<file path="src/rtl/pipe_hazard_unit.sv">
// rtl/pipe_hazard_unit.sv - load-use hazard, bypass select and PC/decode enable control
//
// Tracks register writes in flight across DEPTH post-decode stages
// (0 = EX, 1 = MEM, 2 = WB). From that scoreboard and the decode-stage
// fields it produces the PC/decode enables, the EX bubble and the bypass
// select for each register-file read port.
//
// Build option: HAZARD_FWD_EN
//   defined   - results are bypassed; only loads younger than LOAD_STAGE stall
//   undefined - no bypassing; any pending write to a source stalls decode
//
// Ports:
//   clk, rst_n             clock (rising edge), asynchronous active-low reset
//   id_valid               decode stage holds a real instruction
//   id_rj, id_rk           source registers
//   id_uses_j, id_uses_k   the corresponding source is actually read
//   id_rd, id_we, id_load  destination register, write enable, memory load
//   flush                  kill the decode-stage instruction
//   p_enable, i_enable     PC advance / decode register load
//   bubble                 insert a NOP into EX this cycle
//   fwd_sel_j, fwd_sel_k   0 = register file, n = result of stage n-1
//   stall_cnt              saturating count of stall cycles
module pipe_hazard_unit #(
    parameter int REG_SIZE   = 5,
    parameter int DEPTH      = 3,
    parameter int LOAD_STAGE = 1,
    parameter int CNT_SIZE   = 16,
    parameter int SEL_W      = $clog2(DEPTH + 1)
) (
    input  logic                clk,
    input  logic                rst_n,
    input  logic                id_valid,
    input  logic [REG_SIZE-1:0] id_rj,
    input  logic [REG_SIZE-1:0] id_rk,
    input  logic                id_uses_j,
    input  logic                id_uses_k,
    input  logic [REG_SIZE-1:0] id_rd,
    input  logic                id_we,
    input  logic                id_load,
    input  logic                flush,
    output logic                p_enable,
    output logic                i_enable,
    output logic                bubble,
    output logic [SEL_W-1:0]    fwd_sel_j,
    output logic [SEL_W-1:0]    fwd_sel_k,
    output logic [CNT_SIZE-1:0] stall_cnt
);

    logic [DEPTH-1:0]    ent_v;
    logic [DEPTH-1:0]    ent_ld;
    logic [REG_SIZE-1:0] ent_rd [DEPTH];

    logic             hit_j, hit_k;
    logic             ld_j, ld_k;
    logic [SEL_W-1:0] n_j, n_k;
    logic             stall;

    // Walk from oldest to youngest so the youngest match is the one that
    // sticks; an older entry can never mask a younger producer.
    always_comb begin
        hit_j = 1'b0;
        hit_k = 1'b0;
        ld_j  = 1'b0;
        ld_k  = 1'b0;
        n_j   = '0;
        n_k   = '0;
        for (int n = DEPTH - 1; n >= 0; n--) begin
            if (ent_v[n] && id_uses_j && (id_rj != '0) && (ent_rd[n] == id_rj)) begin
                hit_j = 1'b1;
                ld_j  = ent_ld[n];
                n_j   = SEL_W'(n);
            end
            if (ent_v[n] && id_uses_k && (id_rk != '0) && (ent_rd[n] == id_rk)) begin
                hit_k = 1'b1;
                ld_k  = ent_ld[n];
                n_k   = SEL_W'(n);
            end
        end
    end

`ifdef HAZARD_FWD_EN
    localparam logic [SEL_W-1:0] LOAD_SEL = SEL_W'(LOAD_STAGE);

    // Load data is not available before LOAD_STAGE; a younger load blocks.
    logic blk_j, blk_k;
    assign blk_j     = hit_j & ld_j & (n_j < LOAD_SEL);
    assign blk_k     = hit_k & ld_k & (n_k < LOAD_SEL);
    assign stall     = id_valid & ~flush & (blk_j | blk_k);
    assign fwd_sel_j = hit_j ? n_j + SEL_W'(1) : '0;
    assign fwd_sel_k = hit_k ? n_k + SEL_W'(1) : '0;
`else
    localparam int unused_load_stage = LOAD_STAGE;

    // Without bypassing, decode waits until the producer leaves the last
    // tracked stage; the register file then supplies the value.
    logic unused_fwd;
    assign unused_fwd = ^{ld_j, ld_k, n_j, n_k};
    assign stall      = id_valid & ~flush & (hit_j | hit_k);
    assign fwd_sel_j  = '0;
    assign fwd_sel_k  = '0;
`endif

    assign p_enable = ~stall;
    assign i_enable = ~stall;
    assign bubble   = stall | flush;

    // A stalled or flushed decode instruction does not move into EX, so an
    // invalid entry is shifted in behind the producers.
    always_ff @(posedge clk or negedge rst_n) begin
        if (!rst_n) begin
            ent_v  <= '0;
            ent_ld <= '0;
            for (int n = 0; n < DEPTH; n++) begin
                ent_rd[n] <= '0;
            end
            stall_cnt <= '0;
        end else begin
            for (int n = DEPTH - 1; n > 0; n--) begin
                ent_v[n]  <= ent_v[n-1];
                ent_ld[n] <= ent_ld[n-1];
                ent_rd[n] <= ent_rd[n-1];
            end
            ent_v[0]  <= id_valid & id_we & (id_rd != '0) & ~stall & ~flush;
            ent_ld[0] <= id_load;
            ent_rd[0] <= id_rd;
            if (stall && (stall_cnt != '1)) begin
                stall_cnt <= stall_cnt + CNT_SIZE'(1);
            end
        end
    end

endmodule

</file>
<file path="config.mk">
export PLATFORM = sky130hd
export DESIGN_NAME = pipe_hazard_unit
export DESIGN_NICKNAME = d
export VERILOG_FILES = /design/src/rtl/pipe_hazard_unit.sv
export SDC_FILE = /design/constraint.sdc
export NUM_CORES = 1
export LEC_CHECK = 0
export ABC_AREA = 1
export CORE_MARGIN = 4
export CORE_UTILIZATION = 55
export CTS_CLUSTER_DIAMETER = 150
export DETAILED_ROUTE_END_ITERATION = 12
export PLACE_DENSITY = 0.95
export SKIP_CTS_REPAIR_TIMING = 1
export SLEW_MARGIN = 10
export SYNTH_ARGS = -nofsm -noshare
export SYNTH_HDL_FRONTEND = slang
export SYNTH_SLANG_ARGS = --single-unit
</file>
<file path="constraint.sdc">
create_clock -name clk -period 2.65 [get_ports clk]
set_input_delay 0.53 -clock clk [delete_from_list [all_inputs] [get_ports clk]]
set_output_delay 0.53 -clock clk [all_outputs]
set_load 0.1 [all_outputs]
</file>
Yosys cells after proc, flatten, opt, wreduce, memory -nomap -nowiden:

Index checks and enable logic that the tools add are counted.

* $add $sub $neg: 1
* multiply operators: 0
* divide/modulo/power cells: 0
* order comparisons: 0
* equality and inequality tests: 7
* shifts and indexed selects: 0
* muxes and demuxes: 6
* bitwise gates (word level): 10
* reduce and logical (&&, ||, !) cells: 22

Operator list (count)
* 5-bit == test: 6
* 1-bit logical AND: 19
* 16-bit by 1-bit adder with 16-bit output (second input constant): 1
* 16-bit != test (second input constant): 1
* 5-bit nonzero test: 3
* 1-bit bitwise AND: 6
* 1-bit 2-to-1 mux: 6
* 1-bit inverter: 2
* 1-bit bitwise OR: 2

* bits in registers: 34
* bits in latches: 0
* bits in writable memories: 0
* memory bits (read-only): 0
* input bits: 23
* word-level logic and storage cells: 51
* memories kept: 0

Logic depth before layout (Yosys ltp):

Gate-level depths: netlist of run 1.

* depth in word-level cells: 11
* mapped depth: 12
* mapped depth without buffers: 11

Least setup slack after synthesis of run 1:

Ideal clock, no wire load.

* path type: input-to-output
* start point: input id_rj[1]
* end point: output bubble
* arrival: 2666 ps
* slack: -546 ps
* stages: 10
* buffers on the path: 0
* path through: inv_1 nand2_1 o21ai_0 nor2_1 nand3_1 nand3_1 nand2_1 nand2_2 nand2_1 nand2_1

* cells in the longest elaborated chain, start to end: 9
* elaborated cells on any way between the ends: 16

RTL lines
* start, declared: RTL line 33 `input logic [REG_SIZE-1:0] id_rj,`
* 5-bit nonzero test: RTL line 68 `if (ent_v[n] && id_uses_j && (id_rj != '0) && (ent_rd[n] == id_rj)) begin`
* 1-bit logical AND (2 in series): RTL line 68
* 1-bit 2-to-1 mux (2 in series): RTL line 68
* 1-bit 2-to-1 mux (*): RTL line 68
* 1-bit bitwise OR (*): RTL line 98 `assign stall = id_valid & ~flush & (hit_j | hit_k);`
* 1-bit bitwise AND (*): RTL line 98
* 1-bit bitwise OR (*): RTL line 105 `assign bubble = stall | flush;`
* end, declared: RTL line 43 `output logic bubble,`

Mark *: on every way between the ends. The rest lies on a longest branch, timed or not.

Final worst setup path of run 1:

* start point: input id_rk[2]
* end point: output bubble

* cells in the longest elaborated chain, start to end: 9
* elaborated cells on any way between the ends: 16

RTL lines
* start, declared: RTL line 34 `input logic [REG_SIZE-1:0] id_rk,`
* 5-bit nonzero test: RTL line 73 `if (ent_v[n] && id_uses_k && (id_rk != '0) && (ent_rd[n] == id_rk)) begin`
* 1-bit logical AND (2 in series): RTL line 73
* 1-bit 2-to-1 mux (2 in series): RTL line 73
* 1-bit 2-to-1 mux (*): RTL line 73
* 1-bit bitwise OR (*): RTL line 98
* 1-bit bitwise AND (*): RTL line 98
* 1-bit bitwise OR (*): RTL line 105

Marks and branches as above.

==> results of run 1 <==
[power groups by stage]
| stage | Sequential [mW] | Clock, mW | Combinational [mW] |
|---|---|---|---|
| global route | 0.562 | 0.508 | 0.238 |
| detailed placement | 0.568 | 0 | 0.220 |
| finish | 0.560 | 0.477 | 0.221 |
| global placement | 0.567 | 0 | 0.216 |
| floorplan | 0.597 | 0 | 0.105 |
| CTS | 0.559 | 0.482 | 0.221 |
[routing by layer]
layer,GRT usage (%),vias up
met5,0,-
met4,8.94,0
met3,5.90,15
met2,39.8,73
met1,25.0,995
li1,-,1042
[sequential cells by signal, indices dropped and copies added (netlist names)]
signal / flops
ent_rd: 15
ent_v: 3
stall_cnt: 16
[metrics by stage]
stage | instances | power, mW | instance area, um2 | hold slack, ns
CTS | 401 | 1.26 | 2690 | 0.405
global placement | 393 | 0.782 | 2580 | 0.383
finish | 401 | 1.26 | 2710 | 0.395
detailed placement | 393 | 0.788 | 2580 | 0.388
floorplan | 307 | 0.702 | 2150 | 0.234
global route | 401 | 1.31 | 2710 | 0.416
[worst paths after layout]
kind	endpoint	slack (ns)	cells after the start
max in group asynchronous	ent_rd[1]	1.70	2
min in group asynchronous	stall_cnt[0]	0.64	2
min reg2reg	ent_rd[4]	0.40	0
min	ent_rd[4]	0.40	0
max	bubble	0.08	12
max reg2reg	stall_cnt[10]	0.46	8
[kinds of logic after synthesis]
| group | share of synthesized area, % |
|---|---|
| AOI/OAI and AO/OA | 1.12 |
| xor gates and xnor gates | 6.18 |
| adders and majority gates | 0.589 |
| buffers and inverters | 9.78 |
| DFF | 40.0 |
| other | 0.177 |
| and+or+nand+nor | 42.1 |
[worst max-delay path, cell delays in order]
cell	delay, ns
clkdlybuf4s50_1	0.48
inv_1	0.08
nand2_1	0.06
nand2_1	0.06
nor2_1	0.12
nand3_1	0.10
nand3_1	0.09
nand2_1	0.07
nand2_2	0.10
nand2_4	0.08
nand2_4	0.08
buf_12	0.16
[layout by cell type (no fill, tap or decap), types with 3 or more instances in the layout]
master           count
nand3_1             15
buf_4               24
buf_12               3
nand2_1            121
conb_1               4
dfrtp_1             34
nand4_1             19
o21ai_0              3
xor2_1              10
nor3_1               4
clkbuf_8             5
inv_1               34
xnor2_1              5
nor2_1              33
dlymetal6s2s_1       8
clkdlybuf4s50_1     13
[Yosys cell counts, types with 2 or more instances]
library cell  number
buf_4              5
clkbuf_1           2
dfrtp_1           34
inv_1             35
nand2_1          123
nand3_1           15
nand3b_1           2
nand4_1           19
nor2_1            33
nor3_1             4
o21ai_0            3
xnor2_1            5
xor2_1            10
[cell type report]
| cell class | count | share of cell area [%] |
|---|---|---|
| multi-input cells | 228 | 40.2 |
| flip-flops and latches | 34 | 31.4 |
| repair buffers | 48 | 17.3 |
| inverters | 35 | 4.84 |
| clock buffers | 5 | 2.54 |
| well taps | 48 | 2.21 |
| clock inverters | 3 | 1.48 |
==> impl_results.md, run 1 <==
* Seq/Total Area, Yosys at 40.0%
* CTS tree: done
* DR WL met3 at 324 um
* Via density per instance at 5.30
* Leading area contributor after synthesis: dfrtp_1
* Initial Util at 57.6%
* Final setup margin at 0.0850 ns
* DR vias at 2125
* DP Worst Slack at 0.0179 ns
* CTS clk-pin slew, worst paths at 0.08 ns
* Final core utilization at 73.6%
* Multi-input gate area at 1090 um2
* 1st-pass router iterations at 4
* Input/output buffers at 40
* M1 wire length at 2030 um
* CP Max Fanout at 4
* Clock Tree Root: clkbuf_8
* Worst Skew at 0.0163 ns
* Synthesis-to-finish area growth at 27.7%
* Clock buffer depth at 2
* Pwr dens at 463 nW/um2
* Die area at 4920 um2
* Max Transition Viols Final at 0
* First-pass GRT wire length at 8790 um
* RSZ-0062 raised after global routing: false
* Gpl congestion at 0.934
* Sw Pwr at 0.374 mW
* Setup TNS at 0 ns
* Initial antenna violation count at 0
* Routed wire length at 5260 um
* Number of nets in the layout at 376
* Static Leak at 1.57 nW
* Worst vdd ir at 515 uV
* Filler instances at 276
* Largest net degree at the start of global routing at 35
* Vias in the first global route at 2014
* Antenna Nets Post-Route at 0
* Ys flop type: dfrtp_1
* Count of final setup violators at 0
* Max Freq at 0.390 GHz
* Reg2reg start: stall_cnt[0]
* GRT Total Usage at 22.3%
* Clock network power share at 37.9%
* Core area at 3690 um2
* Synth unique cells at 27
* H-tree depth at 2
* Worst Max-Slew Pin Slew at 0.570 ns
* Synth async-reset ratio at 100%
* Crit end category: output pin
* Hold Path Class: reg2reg
* Worst EP required at 2.12 ns
* Gr ovfl total at 0
* Num rows at 22
* #FFs+latches synth at 34
* Max Cap Viol at 0
* Post-DP HPWL at 3840 um
* Antenna Cells at 0
* Startpoint types: input port
* Ranking of synthesized cells by area: dfrtp_1 (40%), nand2_1 (22%), inv_1 (6.2%), nor2_1 (5.8%), nand4_1 (5.6%)
* Slew Limit Headroom at 62.0%
* Yosys warning count at 0
* Worst-Skew Late Latency at 0.30 ns
* Seq pwr share at 44.5%
* CP Class: in2out
* Met2 wire length at 2800 um
* Min-Delay Startpoint: ent_rd[9]
* Sw Share at 29.7%
* Die height at 70.2 um
* Synth Cell Area at 2120 um2
* Yosys top cell area share at 40.0%
* Final hold vios at 0
* Comb power frac at 17.6%
* Worst Path Arrival at 2.04 ns
* Internal Power at 0.884 mW
* Min cycle time layout at 2.57 ns
* DIE WIDTH at 70.2 um
* Final period util at 96.8%
* CTS Sinks at 34
* Total CTS buffers at 5
* Uppermost layer routed: met4
* Drt drc at 0
* Syn Area/Cell at 6.99 um2
* Reg area at 851 um2
* Start point of the critical path: id_rk[2]
* WL/cell at 13.1 um
* IO Count at 46
* Share of layout cells above drive strength 1 at 12.2%
* Status: finished, final reports clean
* Post-synth EDFFs at 0
* Initial drt markers at 267
* Post-Syn Instances at 304
(Power assumes the default switching activity.)
==> run 2, diff against run 1 <==
CORE_MARGIN = unset   (was 4)
==> impl_results.md, run 2 (synthesis results as in run 1) <==
* Synthesis-to-finish area growth at 27.4%
* DP Worst Slack at 0.00641 ns (-0.0115 ns)
* Drt drc at 0 (unchanged)
* First-pass GRT wire length at 8540 um (-2.9%)
* Sw Pwr at 0.363 mW (-3.0%)
* Antenna Cells at 0 (unchanged)
* Initial antenna violation count at 0 (unchanged)
* Top flop regs: stall_cnt (16), ent_rd (15), ent_v (3)
* Max Cap Viol at 0 (unchanged)
* Delay-heaviest family, CP: buffers and inverters
* Antenna Nets Post-Route at 0 (unchanged)
* CP Max Fanout at 5 (+1)
* Input/output buffers at 40 (unchanged)
* Num rows at 22 (unchanged)
* GRT Total Usage at 27.2% (+4.9 points)
* Largest net degree at the start of global routing at 35 (unchanged)
* Worst Skew at 0.00549 ns (-0.0108 ns)
* Final period util at 96.7% (about the same)
* Post-DP HPWL at 3820 um (-0.54%)
* Min cycle time layout at 2.56 ns (-0.00217 ns)
* Fin area at 2710 um2 (-0.28%)
* DIE WIDTH at 64.2 um (-8.6%)
* WL/cell at 12.8 um (-2.2%)
* CTS tree: done
* Core area at 3690 um2 (unchanged)
* Count of final setup violators at 0 (unchanged)
* Worst path cell trace: clkdlybuf4s50_1, inv_2, nand2_1, o21ai_0, nor2_1, nand3_1, nand3_1, nand2_1, nand2_2, nand2_4, nand2_4, buf_12
* Startpoint types: input port
* Worst path max stage delay at 0.49 ns (about the same)
* Crit end category: output pin
* Commonest cells after routing, fill and taps aside: nand2_1 (121), dfrtp_1 (34), inv_1 (33), nor2_1 (33), buf_4 (25)
* Clock Tree Root: clkbuf_8
* Worst Path Buf+Inv at 3 (unchanged)
* Power, Total at 1.18 mW (-6.2%)
* Initial Util at 57.6% (unchanged)
* H-tree depth at 2 (unchanged)
* IO Count at 46 (unchanged)
* DR vias at 2075 (-2.4%)
* RSZ-0062 raised after global routing: false
* Routed wire length at 5160 um (-1.9%)
* Sw Share at 30.7% (+1.0 points)
* Hold Crit Depth at 0 (unchanged)
* Worst vdd ir at 348 uV (-32%)
* Largest register FFs at 16 (unchanged)
* Gr ovfl total at 0 (unchanged)
* Die area at 4120 um2 (-16%)
* Pwr dens at 436 nW/um2 (-5.9%)
* Final hold vios at 0 (unchanged)
* Worst Path Arrival at 2.03 ns (about the same)
* 1st-pass router iterations at 4 (unchanged)
* Vias in the first global route at 1999 (-0.74%)
* CTS Sinks at 34 (unchanged)
* CP Depth at 12 (unchanged)
* Worst EP required at 2.12 ns (about the same)
* Clock buffer depth at 2 (unchanged)
* Worst Max-Slew Pin Slew at 0.618 ns (+0.0475 ns)
* Hold Path Class: reg2reg
* FF-to-FF path depth at 8 (unchanged)
* Die height at 64.2 um (-8.6%)
* Status: finished, final reports clean
* Internal Power at 0.817 mW (-7.5%)
* Commonest non-fill, non-tap cell in the layout: nand2_1
* Setup TNS at 0 ns (unchanged)
* Comb power frac at 18.8% (+1.2 points)
* CP Class: in2out
* Clock network power share at 33.8% (-4.1 points)
* Slew Limit Headroom at 58.8% (-3.2 points)
* CTS clk-pin slew, worst paths at 0.07 ns (about the same)
* Filler instances at 284 (+2.9%)
* Worst-Skew Late Latency at 0.29 ns (about the same)
* Number of nets in the layout at 377 (+0.27%)
* Initial drt markers at 109 (-59%)
* Final setup margin at 0.0872 ns (+0.00217 ns)
* Share of layout cells above drive strength 1 at 12.4% (+0.25 points)
* Biggest register: stall_cnt
* Gpl congestion at 0.927 (-0.67%)
* Max Freq at 0.390 GHz (about the same)
* Total CTS buffers at 5 (unchanged)
* Slowest CP cell: clkdlybuf4s50_1
* Seq pwr share at 47.4% (+2.9 points)
* Dpl cell area at 2580 um2 (unchanged)
* Static Leak at 1.57 nW (+0.19%)
* Max Transition Viols Final at 0 (unchanged)
* Via density per instance at 5.16 (-2.6%)
[run 2: cell count changes in the layout (fill, tap and decap cells not counted)]
cell,delta
buf_4,+1
bufinv_16,-1
clkbuf_1,+1
clkbuf_8,+1
clkdlybuf4s50_1,-1
clkinv_2,-1
dlymetal6s2s_1,+1
inv_1,-1
inv_2,+1
[run 2: final cells by class]
class                           instances  area [um2]  area share, %
Clock buffer                            7        86.3           3.19
Clock inverter                          1        5.00          0.185
Inverter                               35         131           4.85
Multi-Input combinational cell        228        1090           40.4
Sequential cell                        34         851           31.4
Tap cell                               48        60.1           2.22
Timing Repair Buffer                   49         480           17.8
[run 2: path summary, 6_finish.rpt]
| kind | startpoint | slack, ns | to |
|---|---|---|---|
| worst max-delay path | id_rj[1] | 0.09 | bubble |
| worst min-delay path | ent_rd[9] | 0.40 | ent_rd[4] |
| worst max register to register | stall_cnt[0] | 0.46 | stall_cnt[9] |
| worst min register to register | ent_rd[9] | 0.40 | ent_rd[4] |
| max in group asynchronous | rst_n | 1.70 | stall_cnt[5] |
| min in group asynchronous | rst_n | 0.65 | stall_cnt[10] |
[run 2: power groups by stage]
stage | Clock [mW] | Sequential [mW] | Combinational (mW)
after detailed placement | 0 | 0.569 | 0.222
after global routing | 0.425 | 0.562 | 0.242
final | 0.399 | 0.559 | 0.222
after floorplan | 0 | 0.597 | 0.105
after CTS | 0.405 | 0.559 | 0.222
after global placement | 0 | 0.567 | 0.216
[run 2: stage by stage]
step,instances,hold slack (ns),util (%)
after global placement,393,0.380,69.9
after floorplan,307,0.234,-
after CTS,401,0.401,72.4
after detailed placement,393,0.382,69.9
after global routing,402,0.410,73.4
final,402,0.396,73.4
[run 2: metal layers]
metal | vias up | wire (um) | global-route usage [%]
met2 | 63 | 2660 | 48.5
met1 | 953 | 2120 | 31.2
met5 | - | 0 | 0
met4 | 0 | 148 | 13.6
met3 | 15 | 227 | 4.64
li1 | 1044 | - | -
[run 2: worst reg2reg max path: cells and delay by family, from the launching register on]
kind	cells	cell delay, ns
adder cells (fa/ha/maj)	1	0.24
flip-flops	1	0.47
AND/OR/NAND/NOR	7	1.40
==> run 3, diff against run 2 <==
TNS_END_PERCENT = 10   (was unset)
==> results of run 3 <==
No change in the layout: final DEF, timing and power equal those of run 2.
